===== src/rtl/int_accept_ctrl.sv =====
// Interrupt acceptance controller: accepts normal/urgent requests, redirects the
// pipeline at an instruction boundary, acknowledges the requester and tracks nesting.
module int_accept_ctrl #(
  parameter logic [31:0] VEC_NORMAL  = 32'h0000_0008,
  parameter logic [31:0] VEC_URGENT  = 32'h0000_0004,
  parameter int unsigned ACK_TIMEOUT = 15
) (
  input  logic        Sys_Clock,
  input  logic        Sys_Reset,
  input  logic        K_IntReq,
  input  logic        K_IntID,
  output logic        I_IntAck,
  input  logic        IntEnable,
  input  logic        InstrBoundary,
  input  logic        IntReturn,
  output logic        IntTake,
  output logic [31:0] IntVector,
  output logic [1:0]  InService,
  output logic        AckTimeoutErr
);

  typedef enum logic [1:0] {
    IDLE      = 2'd0,
    PENDING   = 2'd1,
    ACK       = 2'd2,
    WAIT_DROP = 2'd3
  } state_t;

  state_t      state, stateNext;
  logic        pendId, pendIdNext;
  logic [3:0]  dropCnt, dropCntNext;
  logic [1:0]  inService, inServiceNext, svcAfterReturn;
  logic        ackErr, ackErrNext;
  logic        armed;
  logic        upgrade;

  // Urgent only needs the urgent slot free; normal also needs interrupts enabled
  // and nothing in service at all.
  function automatic logic acceptable(input logic cls, input logic [1:0] svc,
                                      input logic enable);
    return cls ? !svc[1] : (enable && (svc == 2'b00));
  endfunction

  always_comb begin
    // NOTE: every signal written here gets a default first, so no path can infer a latch.
    stateNext      = state;
    pendIdNext     = pendId;
    dropCntNext    = dropCnt;
    ackErrNext     = ackErr;
    IntTake        = 1'b0;
    IntVector      = '0;
    I_IntAck       = 1'b0;
    upgrade        = 1'b0;

    // A return retires the most recently accepted level before any new take is recorded.
    svcAfterReturn = inService;
    if (IntReturn) begin
      if (inService[1]) svcAfterReturn = {1'b0, inService[0]};
      else              svcAfterReturn = 2'b00;
    end

    case (state)
      IDLE: begin
        // armed holds off acceptance for one edge after reset release.
        if (armed && K_IntReq && acceptable(K_IntID, inService, IntEnable)) begin
          stateNext  = PENDING;
          pendIdNext = K_IntID;
        end
      end

      PENDING: begin
        IntVector = pendId ? VEC_URGENT : VEC_NORMAL;
        upgrade   = K_IntReq && !pendId && K_IntID;
        if (!K_IntReq || !acceptable(pendId, inService, IntEnable)) begin
          stateNext = IDLE;
        end else if (upgrade) begin
          // Switching to the urgent vector costs a cycle so the vector never changes under a take.
          pendIdNext = 1'b1;
        end else if (InstrBoundary) begin
          IntTake   = 1'b1;
          stateNext = ACK;
        end
      end

      ACK: begin
        I_IntAck    = 1'b1;
        stateNext   = WAIT_DROP;
        dropCntNext = 4'(ACK_TIMEOUT);
      end

      WAIT_DROP: begin
        if (!K_IntReq) begin
          stateNext   = IDLE;
          dropCntNext = '0;
        end else begin
          dropCntNext = dropCnt - 4'd1;
          if (dropCnt <= 4'd1) begin
            dropCntNext = '0;
            ackErrNext  = 1'b1;
            stateNext   = IDLE;
          end
        end
      end

      default: stateNext = IDLE;
    endcase

    inServiceNext = svcAfterReturn;
    if (IntTake) inServiceNext[pendId] = 1'b1;
  end

  always_ff @(posedge Sys_Clock or posedge Sys_Reset) begin
    if (Sys_Reset) begin
      state     <= IDLE;
      pendId    <= 1'b0;
      dropCnt   <= '0;
      inService <= 2'b00;
      ackErr    <= 1'b0;
      armed     <= 1'b0;
    end else begin
      // NOTE: non-blocking assignments so every register samples pre-edge values.
      state     <= stateNext;
      pendId    <= pendIdNext;
      dropCnt   <= dropCntNext;
      inService <= inServiceNext;
      ackErr    <= ackErrNext;
      armed     <= 1'b1;
    end
  end

  assign InService     = inService;
  assign AckTimeoutErr = ackErr;

endmodule

===== config.mk =====
export PLATFORM = sky130hd
export DESIGN_NAME = int_accept_ctrl
export DESIGN_NICKNAME = d
export VERILOG_FILES = /design/src/rtl/int_accept_ctrl.sv
export SDC_FILE = /design/constraint.sdc
export NUM_CORES = 1
export LEC_CHECK = 0
export ABC_CLOCK_PERIOD_IN_PS = 2200
export BUFFER_PORTS_ARGS = -buffer_cell sky130_fd_sc_hd__buf_2
export CORE_ASPECT_RATIO = 1.25
export CORE_MARGIN = 2
export CORE_UTILIZATION = 45
export CTS_BUF_LIST = sky130_fd_sc_hd__clkbuf_4 sky130_fd_sc_hd__clkbuf_8 sky130_fd_sc_hd__clkbuf_16
export DETAILED_ROUTE_END_ITERATION = 6
export GPL_TIMING_DRIVEN = 0
export MAX_ROUTING_LAYER = met4
export PLACE_DENSITY_LB_ADDON = 0.05
export SETUP_SLACK_MARGIN = 0.4
export SLEW_MARGIN = 30
export SYNTH_ARGS = -nofsm -noshare
export SYNTH_HDL_FRONTEND = slang
export SYNTH_SLANG_ARGS = --single-unit

===== constraint.sdc =====
create_clock -name Sys_Clock -period 2.2 [get_ports Sys_Clock]
set_clock_uncertainty 0.15 [all_clocks]
set_input_delay 0.33 -clock Sys_Clock [delete_from_list [all_inputs] [get_ports Sys_Clock]]
set_output_delay 0.33 -clock Sys_Clock [all_outputs]
set_load 0.005 [all_outputs]

# After elaboration in Yosys (flattened, before gate mapping)
# Index checks and enable logic that the tools add are counted.
classes:
  eq_ne: 9
  div_mod_pow: 0
  n_mux: 28
  n_lt_le_gt_ge: 3
  n_bitwise: 1
  shift: 0
  n_reduce_logical: 18
  mul: 0
  n_addsub: 1
op_table:
  columns: ["cell", "count"]
  rows:
  - ["2-to-1 mux 2 bit", 8]
  - ["2-to-1 mux 4 bit", 4]
  - ["2-to-1 mux 1 bit", 12]
  - ["inequality test 3 bit (second input constant)", 3]
  - ["one-hot mux 2 bit (4 select lines)", 1]
  - ["one-hot mux 4 bit (2 select lines)", 1]
  - ["AND reduction 4 bit", 2]
  - ["logical AND 1 bit", 6]
  - ["inequality test 2 bit (second input constant)", 3]
  - ["== test 2 bit (second input constant)", 2]
  - ["<= comparator 4 x 1 -> 1 bit (second input constant)", 1]
  - ["logical NOT 1 bit", 4]
  - ["logical NOT 2 bit", 2]
  - ["nonzero test 2 bit", 2]
  - ["subtractor 4 x 1 -> 4 bit (second input constant)", 1]
  - ["AND reduction 3 bit", 1]
  - ["== test 2 x 1 -> 1 bit (second input constant)", 1]
  - ["less-than comparator 1 x 2 -> 1 bit (second input constant)", 1]
  - ["bitwise OR 2 bit", 1]
  - ["one-hot mux 1 bit (2 select lines)", 1]
  - ["demux 1 bit (select 1 bit)", 1]
  - [">= comparator 1 bit (second input constant)", 1]
  - ["logical OR 1 bit", 1]
word_totals:
  latchBits: 0
  in_bits: 7
  ramBits: 0
  mem_count: 0
  word_cells: 66
  romBits: 0
  output_inout_bits: 37
  reg_bits: 11

# Depth between registers and ports, before layout
logic_depth:
  ltp_word: 8
  mapped_depth: 6
  mapped_depth_nobuf: 6

# Worst setup path after synthesis
# No wires, ideal clock.
synth_timing:
  path_type: "register -> register"
  start: "reg dropCnt[0]"
  end: "reg dropCnt[3]"
  required_ns: 1.929
  arrival_ns: 1.252
  path_buffers: 0
  path_slack_ns: 0.677
  stages_incl_launch_ff: 7
  synth_period_minus_slack_ns: 1.523
  cell_sequence: "dfrtp_1 inv_1 ha_1 nor2_1 o31ai_4 o21ai_1 a22o_1"
synth_via:
  elab_chain_len: 4
  word_cells_on_any_way: 5
  cone_classes: "add/sub (1); order compare (1); mux (3)"
synth_rtl:
  columns: ["element", "line", "rtl"]
  rows:
  - ["start, declared", "31", "logic [3:0] dropCnt, dropCntNext;"]
  - ["start signal, assigned", "124", "dropCnt <= dropCntNext;"]
  - ["subtractor 4 x 1 -> 4 bit / <= comparator 4 x 1 -> 1 bit (equally long branches)", "96, 97", null]
  - ["2-to-1 mux 4 bit *", "97", "if (dropCnt <= 4'd1) begin"]
  - ["2-to-1 mux 4 bit *", "92", "if (!K_IntReq) begin"]
  - ["one-hot mux 4 bit (2 select lines) *", "62", "case (state)"]
# Every way passes the cells marked *; elsewhere a longest branch is shown, timed or not.
# A chain may end at the register's enable or synchronous reset.

==> results.cfg <==
[logic_synthesis]
synth-compound-area-share_pct = 18.9
synthMuxAreaShare_pct = 0
synth_top_area_share_pct = 30.9
netlist_area_um2 = 892
syn_area_per_cell_um2 = 8.75
yosysTopAreaCell = dfrtp_1
yosys.area_share.simple_pct = 16.5
synth_edf_count = 0
synth_top_family_by_area = buffers and inverters
synthFlopType = dfrtp_1
yosys_warnings = 0
ys_ff_latch = 11
synth.distinct_cells = 34
synth_xor_area_share_pct = 0
synth-adder-area-share_pct = 2.81
synthCells = 102
async_reset_ff_share_pct = 100
yosys-top-cells-area = dfrtp_1 31%, buf_4 26%, o21ai_0 3.4%, nor2_1 2.9%, ha_1 2.8%
ys_seq_area_share_pct = 30.9

[drt]
via_count = 772
dr.pass1.iters = 4
ant_nets = 0
vias_per_cell = 4.31
drtIter0Drc = 13
wl_um = 1860
wl_per_cell_um = 10.4
drcViolationCount = 0

[die]
die-area_mm2 = 0.00236
dieWidth_um = 43.8
core_area_mm2 = 0.00191
die_y_um = 53.8
start_util_pct = 46.6
io_pins = 44
rows = 18

[placed_design]
dpl_cell_area_mm2 = 0.00109
io_buffers = 13
gp_congestion = 0.781
pre_cts_ws_ns = 0.539
dp.final_hpwl_um = 1240

[setup_path]
reg2reg_slack_ns = 0.51
worstReg2RegStart = dropCnt[1]$_DFFE_PP0P_
arrival_ns = 1.28
worst-path-max-fanout = 5
end_kind = output port
startpoint_type = flip-flop
cp-endpoint = IntTake
required_ns = 1.72
worstReg2RegEnd = dropCnt[3]$_DFFE_PP0P_
timing.setup.critical_path_class = flip-flop to output port
reg2reg_depth = 6

[finish]
drive_gt1_share_pct = 43.4
layout.nets = 169
area_growth_pct = 39.4
n_antenna_cell = 0
fill_cells = 169
final_area_mm2 = 0.00124

[pwr]
power_mw = 1.09
p_leak_nw = 0.711
power.density_mw_per_mm2 = 879
ir_drop_mv = 0.434

[sta]
setup_tns_ns = 0
setup_ws_ns = 0.439
period_minus_slack_ns = 1.76
fin_crit_sh_pct = 80.1
clock.fmax_ghz = 0.568
rsz0062_at_grt = true
holdWs_ns = 0.168
maxSlewViolCount = 0
finalHoldViolCount = 0
setup_viol = 0

[cts]
cts_root_buffer = clkbuf_4
numCtsBuffers = 3
htreeDepth = 1
clock_latency_ns = 0.27
clock-sinks = 11
clockBufferDepth = 2
cts_tree = yes
clk_pin_slew_ns = 0.08

[status]
outcome = finished, final reports clean

[grt]
grt_pass1_wl_um = 2440
grt_overflow = 0
first_global_vias = 610
grt_max_degree = 12
track_usage_pct = 14.9
antenna_found_initial = 0

[run]
maxCapViolCount = 0

[min_path]
hold_path_class = input pin to flip-flop
-- cell usage in the layout (no fill, tap or decap), types with 4 or more instances in the layout --
master	count
buf_2	13
o21ai_0	6
dfrtp_1	11
nand2_1	4
nor3_1	4
nor2_1	6
buf_4	40
conb_1	31
clkbuf_4	4
inv_1	6
-- registers in the layout, indices dropped and copies added, names as in the netlist, named ones only --
register / flops
state: 1
AckTimeoutErr: 1
InService: 2
armed: 1
dropCnt: 4
pendId: 1
-- layer usage --
metal	vias to the layer above	routed length (um)	part of all wire (%)	global-route usage, %
met2	29	976	52	26.5
met4	0	78	4.2	13.6
li1	398	-	-	-
met1	337	709	38	13.3
met5	-	0	0	-
met3	8	99	5.3	2.35
-- cells by family after synthesis --
group                      after synthesis
buffers and inverters                   40
AOI/OAI and AO/OA                       21
and+or+nand+nor                         26
adders and majority gates                2
DFF                                     11
other                                    2
-- through the flow --
stage	utilization, %	std cells
after detailed placement	57.0	164
after global placement	57.0	164
after CTS	62.4	173
after floorplan	-	131
final	65.0	179
after global routing	65.0	179
-- cell usage after synthesis, types with 2 or more instances --
library cell / n
nor3_1: 4
nand2b_1: 2
conb_1: 2
ha_1: 2
buf_4: 31
a2bb2oi_1: 2
inv_1: 6
nand2_1: 4
nor2_1: 7
dfrtp_1: 11
o21ai_0: 6
nor2b_1: 3
-- layout make-up --
cell class	count	area [um^2]	share of cell area [%]
multi-input combinational	80	484	38.9
sequential	11	275	22.1
buffer	33	253	20.3
timing repair buffer	24	150	12.1
clock buffer	4	30.0	2.41
inverter	7	26.3	2.11
tap	20	25.0	2.01
-- how the worst min path moves through the flow --
stage,startpoint,endpoint,cells past startpoint
finish,IntReturn,InService[1]$_DFF_PP0_,3
global route,IntReturn,InService[1]$_DFF_PP0_,3
CTS,IntReturn,InService[1]$_DFF_PP0_,3
detailed placement,Sys_Reset,dropCnt[0]$_DFFE_PP0P_,2
global placement,Sys_Reset,state[0]$_DFFE_PP0P_,2
floorplan,Sys_Reset,AckTimeoutErr$_DFFE_PP0P_,1
-- critical path, cell delays in order, from the launching register on --
cell and delay (ns):
dfrtp_1 0.38, buf_6 0.13, nor2b_4 0.13, o2111ai_4 0.14, nor2_2 0.12, buf_2 0.12
-- report_power, final --
group | internal (mW) | switching (mW) | leakage [nW]
sequential | 0.276 | 0.0585 | 0.129
combinational | 0.314 | 0.288 | 0.564
clock | 0.0825 | 0.0742 | 0.0184
total | 0.673 | 0.420 | 0.711
-- timing repair --
action / 4_1_cts / 5_1_grt
buffers inserted: 4 / 6
hold buffers: 1 / 0
pin swaps: 2 / 3
setup endpoints to repair: 1 / 2
hold endpoints to repair: 11 / 0
resized for setup: 8 / 2
Note: power is estimated with default switching activity, not from simulation.
